[config.mk]
export PLATFORM = sky130hd
export DESIGN_NAME = myproject_axi_sdiv_21s_6s_16_seq
export DESIGN_NICKNAME = d
export VERILOG_FILES = /design/src/rtl/myproject_axi_div_pkg.sv /design/src/rtl/myproject_axi_sdiv_step.sv /design/src/rtl/myproject_axi_sdiv_21s_6s_16_seq.sv
export SDC_FILE = /design/constraint.sdc
export NUM_CORES = 1
export LEC_CHECK = 0
export BUFFER_PORTS_ARGS = -buffer_cell sky130_fd_sc_hd__buf_2
export CAP_MARGIN = 10
export CORE_ASPECT_RATIO = 0.6
export CORE_UTILIZATION = 55
export CTS_BUF_LIST = sky130_fd_sc_hd__clkbuf_8
export DETAILED_ROUTE_END_ITERATION = 10
export MAX_ROUTING_LAYER = met4
export PLACE_DENSITY = 0.8
export SYNTH_ARGS = -nofsm -noshare
export SYNTH_HDL_FRONTEND = slang
export SYNTH_SLANG_ARGS = --single-unit
export TNS_END_PERCENT = 50
[constraint.sdc]
create_clock -name clk -period 12.7 [get_ports clk]
set_input_delay 1.27 -clock clk [delete_from_list [all_inputs] [get_ports clk]]
set_output_delay 1.27 -clock clk [all_outputs]
set_load 0.005 [all_outputs]
[src/rtl/myproject_axi_div_pkg.sv]
// Shared widths, FSM states and saturation bounds for the sequential signed divider.
package myproject_axi_div_pkg;

   localparam int unsigned DividendW = 21;
   localparam int unsigned DivisorW  = 6;
   localparam int unsigned QuotientW = 16;
   localparam int unsigned MagW      = 22;
   localparam int unsigned CntW      = 5;

   localparam logic [CntW-1:0] StepsM1 = CntW'(DividendW - 1);

   localparam logic signed [QuotientW-1:0] QMAX = 16'sh7FFF;
   localparam logic signed [QuotientW-1:0] QMIN = 16'sh8000;

   // Largest quotient magnitudes representable for each result sign
   localparam logic [DividendW-1:0] QMagPos = 21'd32767;
   localparam logic [DividendW-1:0] QMagNeg = 21'd32768;

   typedef enum logic [1:0] {
      StIdle,
      StCalc,
      StDone
   } div_state_e;

endpackage

[src/rtl/myproject_axi_sdiv_step.sv]
// One restoring division step: shift in a dividend bit, trial-subtract the divisor.
module myproject_axi_sdiv_step
   import myproject_axi_div_pkg::*;
#(
   parameter int unsigned Width = MagW
) (
   input  logic [Width-1:0] i_rem,
   input  logic             i_bit,
   input  logic [Width-1:0] i_den,
   output logic [Width-1:0] o_rem,
   output logic             o_qbit
);

   logic [Width:0] w_shift;
   logic [Width:0] w_diff;

   always_comb begin
      w_shift = {i_rem, i_bit};
      w_diff  = w_shift - {1'b0, i_den};
      o_qbit  = (w_shift >= {1'b0, i_den});
      o_rem   = o_qbit ? Width'(w_diff) : Width'(w_shift);
   end

endmodule

[src/rtl/myproject_axi_sdiv_21s_6s_16_seq.sv]
// Sequential signed 21/6 divider: 21 restoring steps, then sign and saturation fix-up.
module myproject_axi_sdiv_21s_6s_16_seq
   import myproject_axi_div_pkg::*;
#(
   parameter logic [31:0] ID             = 32'd1,
   parameter int unsigned DIVIDEND_WIDTH = 21,
   parameter int unsigned DIVISOR_WIDTH  = 6,
   parameter int unsigned QUOTIENT_WIDTH = 16
) (
   input  logic                      clk,
   input  logic                      reset,
   input  logic                      ce,
   input  logic                      in_valid,
   output logic                      in_ready,
   input  logic [DIVIDEND_WIDTH-1:0] din0,
   input  logic [DIVISOR_WIDTH-1:0]  din1,
   output logic                      out_valid,
   input  logic                      out_ready,
   output logic [QUOTIENT_WIDTH-1:0] quot,
   output logic [DIVISOR_WIDTH-1:0]  rem,
   output logic                      dbz,
   output logic                      ovf
);

   if (DIVIDEND_WIDTH != DividendW || DIVISOR_WIDTH != DivisorW ||
       QUOTIENT_WIDTH != QuotientW || $bits(ID) != 32) begin : g_width_chk
      $error("myproject_axi_sdiv_21s_6s_16_seq supports only the 21/6/16 configuration");
   end

   div_state_e r_state;
   div_state_e w_state_nxt;

   logic [CntW-1:0]      r_cnt;
   logic [DividendW-1:0] r_num;
   logic [MagW-1:0]      r_prem;
   logic [MagW-1:0]      r_den;
   logic                 r_neg_q;
   logic                 r_neg_r;
   logic                 r_zero;
   logic [QuotientW-1:0] r_quot;
   logic [DivisorW-1:0]  r_rem;
   logic                 r_dbz;
   logic                 r_ovf;

   logic [MagW-1:0]      w_a_sext;
   logic [MagW-1:0]      w_b_sext;
   logic [MagW-1:0]      w_a_mag;
   logic [MagW-1:0]      w_b_mag;
   logic [MagW-1:0]      w_step_rem;
   logic                 w_qbit;
   logic [DividendW-1:0] w_q_mag;
   logic [DivisorW-1:0]  w_r_mag;
   logic [QuotientW-1:0] w_quot_fix;
   logic [DivisorW-1:0]  w_rem_fix;
   logic                 w_ovf_fix;

   // Magnitudes are taken at 22 bits so that |-2^20| is representable
   always_comb begin
      w_a_sext = {din0[DividendW-1], din0};
      w_b_sext = {{(MagW - DivisorW){din1[DivisorW-1]}}, din1};
      w_a_mag  = din0[DividendW-1] ? (MagW'(0) - w_a_sext) : w_a_sext;
      w_b_mag  = din1[DivisorW-1] ? (MagW'(0) - w_b_sext) : w_b_sext;
   end

   myproject_axi_sdiv_step #(
      .Width (MagW)
   ) u_step (
      .i_rem  (r_prem),
      .i_bit  (r_num[DividendW-1]),
      .i_den  (r_den),
      .o_rem  (w_step_rem),
      .o_qbit (w_qbit)
   );

   always_comb begin
      w_q_mag    = {r_num[DividendW-2:0], w_qbit};
      w_r_mag    = DivisorW'(w_step_rem);
      w_quot_fix = '0;
      w_rem_fix  = '0;
      w_ovf_fix  = 1'b0;
      if (r_zero) begin
         w_quot_fix = r_neg_r ? QMIN : QMAX;
      end else if (r_neg_q && (w_q_mag > QMagNeg)) begin
         w_quot_fix = QMIN;
         w_ovf_fix  = 1'b1;
      end else if (!r_neg_q && (w_q_mag > QMagPos)) begin
         w_quot_fix = QMAX;
         w_ovf_fix  = 1'b1;
      end else begin
         w_quot_fix = r_neg_q ? QuotientW'(DividendW'(0) - w_q_mag) : QuotientW'(w_q_mag);
         w_rem_fix  = r_neg_r ? (DivisorW'(0) - w_r_mag) : w_r_mag;
      end
   end

   always_comb begin
      w_state_nxt = r_state;
      case (r_state)
         StIdle:  if (in_valid)      w_state_nxt = StCalc;
         StCalc:  if (r_cnt == '0)   w_state_nxt = StDone;
         StDone:  if (out_ready)     w_state_nxt = StIdle;
         default:                    w_state_nxt = StIdle;
      endcase
   end

   always_ff @(posedge clk or posedge reset) begin
      if (reset) begin
         r_state <= StIdle;
      end else if (ce) begin
         r_state <= w_state_nxt;
      end
   end

   always_ff @(posedge clk or posedge reset) begin
      if (reset) begin
         r_cnt   <= '0;
         r_num   <= '0;
         r_prem  <= '0;
         r_den   <= '0;
         r_neg_q <= 1'b0;
         r_neg_r <= 1'b0;
         r_zero  <= 1'b0;
         r_quot  <= '0;
         r_rem   <= '0;
         r_dbz   <= 1'b0;
         r_ovf   <= 1'b0;
      end else if (ce) begin
         case (r_state)
            StIdle: begin
               if (in_valid) begin
                  r_num   <= DividendW'(w_a_mag);
                  r_den   <= w_b_mag;
                  r_prem  <= '0;
                  r_cnt   <= StepsM1;
                  r_neg_q <= din0[DividendW-1] ^ din1[DivisorW-1];
                  r_neg_r <= din0[DividendW-1];
                  r_zero  <= (din1 == '0);
               end
            end
            StCalc: begin
               r_num  <= {r_num[DividendW-2:0], w_qbit};
               r_prem <= w_step_rem;
               if (r_cnt != '0) begin
                  r_cnt <= r_cnt - 1'b1;
               end else begin
                  r_quot <= w_quot_fix;
                  r_rem  <= w_rem_fix;
                  r_dbz  <= r_zero;
                  r_ovf  <= w_ovf_fix;
               end
            end
            default: ;
         endcase
      end
   end

   assign in_ready  = (r_state == StIdle);
   assign out_valid = (r_state == StDone);
   assign quot      = r_quot;
   assign rem       = r_rem;
   assign dbz       = r_dbz;
   assign ovf       = r_ovf;

endmodule

# After elaboration in Yosys (flattened, before gate mapping)
# Cells that the tools add are included.
[totals]
regBits = 99
input_bits = 32
output_inout_bits = 26
word_cells = 68
[op_classes]
addsub = 6
mux = 26
n_eq_ne = 6
n_bitwise = 2
n_reduce_logical = 13
magnitude_cmp = 3
[ops]
columns = ["cell", "count"]
rows = [
  ["16-bit two-way mux", 5],
  ["22-bit two-way mux", 3],
  ["22-bit one-hot mux with 2 select lines", 1],
  ["21-bit two-way mux", 2],
  ["21-bit one-hot mux with 2 select lines", 1],
  ["6-bit two-way mux", 4],
  ["23-bit by 22-bit >= comparator with 1-bit output", 1],
  ["22-bit subtractor", 1],
  ["21-bit by 15-bit greater-than comparator with 1-bit output, second input constant", 1],
  ["21-bit by 16-bit greater-than comparator with 1-bit output, second input constant", 1],
  ["1-bit by 21-bit subtractor with 21-bit output, first input constant", 1],
  ["1-bit by 16-bit subtractor with 16-bit output, first input constant", 1],
  ["5-bit two-way mux", 2],
  ["5-bit one-hot mux with 2 select lines", 1],
  ["3-bit AND reduction", 3],
  ["4-bit AND reduction", 2],
  ["1-bit by 6-bit subtractor with 7-bit output, first input constant", 1],
  ["6-bit logical NOT", 1],
  ["2-bit two-way mux", 3],
  ["2-bit != test, second input constant", 3],
  ["2-bit one-hot mux with 3 select lines", 1],
  ["1-bit by 6-bit subtractor with 6-bit output, first input constant", 1],
  ["5-bit logical NOT", 1],
  ["5-bit nonzero test", 1],
  ["other kinds (11)", 14],
]

# Logic depth before layout (Yosys ltp)
[logic_depth]
ltp_word = 7
depth_mapped = 21
depth_no_buf = 16

# By module
# From an unflattened synthesis, not the netlist that was laid out.
[hier_totals]
cells_unflattened = 725
hier_area_um2 = 6287.3
[modules_own_cells]
columns = ["mod", "area_each_um2", "n_inst", "seq_area_each_um2", "cells_per_inst"]
rows = [
  ["myproject_axi_sdiv_21s_6s_16_seq", 4593.2, 1, 2102.0, 483],
  ["myproject_axi_sdiv_step", 1694.1, 1, 0.0, 242],
]

# Worst setup path before layout
# No wires, ideal clock.
[synth_path]
path_type = "reg-to-reg"
startpoint = "reg r_den[20]"
endpoint = "reg r_rem[4] (netlist: rem[4])"
slack_ps = 8504
t_required_ps = 12605
path_stages_with_launch = 20
arrival_ps = 4100
period_less_slack_ps = 4196
setup_time_ps = 95
path_buffers = 4
path_cell_list = "dfrtp_1 > inv_1 > ha_1 > clkbuf_2 > and4_4 > and2_0 > a221o_1 > a211o_1 > and2_1 > buf_6 > inv_2 > buf_4 > buf_2 > ha_1 > nand3_1 > o21ai_1 > a31oi_1 > or2_4 > or3_4 > o31ai_1"
[synth_between]
elab_chain_cells = 7
word_cells_on_any_way = 11
classes_between = "1 x add/sub; 3 x order compare; 5 x mux; 2 x reduce/logical"
[synth_rtl]
columns = ["item", "line", "rtl"]
rows = [
  ["start, declared", "myproject_axi_sdiv_21s_6s_16_seq.sv:36", "logic [MagW-1:0] r_den;"],
  ["start signal, assigned", "myproject_axi_sdiv_21s_6s_16_seq.sv:131", "r_den <= w_b_mag;"],
  ["23-bit by 22-bit >= comparator with 1-bit output (*)", "myproject_axi_sdiv_step.sv:20", "o_qbit = (w_shift >= {1'b0, i_den});"],
  ["parallel branches: the longest is 4 deep, another holds 21-bit by 15-bit greater-than comparator with 1-bit output", "n/a", ""],
  ["6-bit two-way mux (*)", "myproject_axi_sdiv_21s_6s_16_seq.sv:83", "end else if (r_neg_q && (w_q_mag > QMagNeg)) begin"],
  ["6-bit two-way mux (*)", "myproject_axi_sdiv_21s_6s_16_seq.sv:81", "if (r_zero) begin"],
  ["end signal, assigned", "myproject_axi_sdiv_21s_6s_16_seq.sv:146", "r_rem <= w_rem_fix;"],
  ["end, declared", "myproject_axi_sdiv_21s_6s_16_seq.sv:41", "logic [DivisorW-1:0] r_rem;"],
]
# Every way passes the cells marked *.
# A chain may end at the register's enable or synchronous reset.

# Worst setup path in the final report
# Same ends and word-level chain as after synthesis.

==> results.sh <==
export IMPL_status="finished, final reports clean"
export IMPL_antenna_found_initial=0
export IMPL_cap_violations=0
export IMPL_vias=5402
export IMPL_root_buffer="clkbuf_8"
export IMPL_remaining_drc_errors=0
export IMPL_cp_arrival_ps=5580
export IMPL_fin_setup_tns_ps=0
export IMPL_wire_per_inst_um=17.4
export IMPL_globalplace_congestion=0.947
export IMPL_globalRouteOverflowTotal=0
export IMPL_synth_cells=694
export IMPL_grt_use_total_pct=30.1
export IMPL_slowest_stage="inv_2"
export IMPL_synth_top_area_cell="dfrtp_1"
export IMPL_finish_net_count=789
export IMPL_synth_ff_type="dfrtp_1"
export IMPL_die_area_um2=11000
export IMPL_final_fill_count=857
export IMPL_layout_commonest_cell="nand2_1"
export IMPL_min_period_over_period_pct=41.6
export IMPL_grt_pass1_wl_um=24800
export IMPL_portBuffers=57
export IMPL_grt_max_degree=85
export IMPL_initial_utilization_pct=57.9
export IMPL_cp_max_fo=38
export IMPL_synth_edff_count=0
export IMPL_ios=58
export IMPL_cts_clk_slew_worst_paths_ps=90
export IMPL_cp_end_kind="register"
export IMPL_ys_types=68
export IMPL_synth_area_leaders="dfrtp_1, o21ai_0, ha_1"
export IMPL_drt_iter0_drc=546
export IMPL_cts_buffer_depth=2
export IMPL_ys_ff_latch=84
export IMPL_avgSynthCellArea_um2=8.42
export IMPL_cts_tree="done"
export IMPL_numClockSinks=84
export IMPL_path_class="reg -> reg"
export IMPL_htreeDepth=3
export IMPL_finalSetupViolations=0
export IMPL_cp_start_kind="register"
export IMPL_cts_resized=0
export IMPL_dieWidth_um=135
export IMPL_via_per_inst=6.23
export IMPL_path_cells="inv_1 -> ha_1 -> a21oi_1 -> o21ai_0 -> a221o_1 -> a211o_1 -> and2_1 -> inv_2 -> ha_1 -> nand3_1 -> o21ai_1 -> a31oi_1 -> or2_4 -> or3_4 -> o31ai_1"
export IMPL_cts_made_buffers=9
export IMPL_maxSlewHeadroom_pct=28.2
export IMPL_dr_pass1_iters=5
export IMPL_crit_path_max_incr_delay_ps=650
export IMPL_worstMarginPinSlew_ps=1080
export IMPL_cts_setup_buffers=0
export IMPL_required_ps=12990
export IMPL_area_growth_pct=9.08
export IMPL_final_hold_viol_count=0
export IMPL_maxSlewViolCount=0
export IMPL_synth_warnings=0
export IMPL_async_flop_share_pct=100
export IMPL_critPathMostFrequentCell="ha_1"
export IMPL_drive_gt1_share_pct=13.1
export IMPL_routed_wl_um=15100
export IMPL_clk_latency_ps=380
export IMPL_hpwl_um=11100
export IMPL_chipHeight_um=81.8
export IMPL_hold_path_class="reg -> reg"
export IMPL_cts_hold_buf=0
export IMPL_fin_crit_ps=5290
export IMPL_synth_top_area_share_pct=36.0
export IMPL_clock_skew_ps=6.71
export IMPL_rsz0062_at_grt="false"
export IMPL_grt_pass1_vias=4851
export IMPL_synth_nets=756
export IMPL_antenna_cells=0
export IMPL_ant_nets=0
export IMPL_netlist_area_um2=5840
export IMPL_maxClockFrequency_mhz=189
export IMPL_final_cell_mix="nand2_1, dfrtp_1, o21ai_0, a21oi_1, buf_2"
export IMPL_seq_area_frac_synth_pct=36.0
export IMPL_core_area_um2=10100
export IMPL_rows=28
==> registers in the layout, summed over array words and instances (netlist names) <==
name and count:
rem 6, r_cnt 5, r_state 2, r_den 7
dbz 1, r_neg_r 1, r_neg_q 1, ovf 1
quot 16, r_num 21, r_zero 1, r_prem 22
==> final timing paths <==
path	start	end	slack (ps)	cells after the start
max	r_den[20]$_DFFE_PP0P_	rem[4]$_DFFE_PP0P_	7410	15
min	r_den[1]$_DFFE_PP0P_	r_den[1]$_DFFE_PP0P_	490	2
max reg2reg	r_den[20]$_DFFE_PP0P_	rem[4]$_DFFE_PP0P_	7410	15
min reg2reg	r_den[1]$_DFFE_PP0P_	r_den[1]$_DFFE_PP0P_	490	2
max in group asynchronous	reset	r_state[1]$_DFFE_PP0P_	10780	3
min in group asynchronous	reset	ovf$_DFFE_PP0P_	1170	3
==> synthesized netlist by cell type (6+ instances only) <==
| cell | count |
|---|---|
| mux2i_1 | 10 |
| o21ai_0 | 84 |
| nand3_1 | 13 |
| dfrtp_1 | 84 |
| a21oi_1 | 57 |
| a211oi_1 | 6 |
| nand2_1 | 90 |
| xnor2_1 | 23 |
| a21o_1 | 6 |
| nand4_1 | 7 |
| o31ai_1 | 11 |
| nand2b_1 | 11 |
| o22ai_1 | 6 |
| nor2_1 | 51 |
| nor3_1 | 9 |
| ha_1 | 29 |
| o21ai_1 | 6 |
| inv_1 | 23 |
| clkbuf_1 | 25 |
| xor2_1 | 33 |
| a31oi_1 | 10 |
==> cell type report <==
class / count / area [µm²] / area share (%)
multi-input combinational: 547 / 3470 / 54.5
timing repair buffer: 60 / 308 / 4.83
inverter: 25 / 95.1 / 1.49
clock buffer: 9 / 124 / 1.94
sequential: 84 / 2100 / 33.0
clock inverter: 7 / 98.8 / 1.55
tap: 135 / 169 / 2.65
==> metrics by stage <==
step	setup WS, ps	std cells	utilization [%]	instance area, µm²	hold slack [ps]
floorplan	8500	694	-	5840	450
global placement	7780	851	60.9	6150	460
detailed placement	7550	851	60.9	6150	472
CTS	7500	867	63.1	6370	493
global route	7010	867	63.1	6370	526
finish	7410	867	63.1	6370	485
==> critical path, delay by kind of cell (launching register included) <==
kind            cells  cell delay (ps)
compound gates      7             1590
flops               1              370
buf+inv             2             1110
simple gates        4             1330
fa+ha+maj           2              780
==> routing by layer <==
layer	global-route usage (%)	part of all wire, %	up-vias
met5	-	0	-
met4	7.87	1.8	0
met3	7.04	9.2	26
met2	41.9	40	260
met1	43.6	49	2568
li1	-	-	2548
==> cells by family (layout without fill, tap and decap cells) <==
logic type	after synthesis	in the layout	share of synthesized area, %
mux	11	11	1.91
fa+ha+maj	30	30	6.56
xor+xnor	56	56	8.40
buf+inv	63	101	4.76
flops	84	84	36.0
simple gates	226	226	19.0
compound gates	224	224	23.4
Power is not shown: default switching activity piles up to over one toggle a cycle in this logic, so the estimate is an artifact.
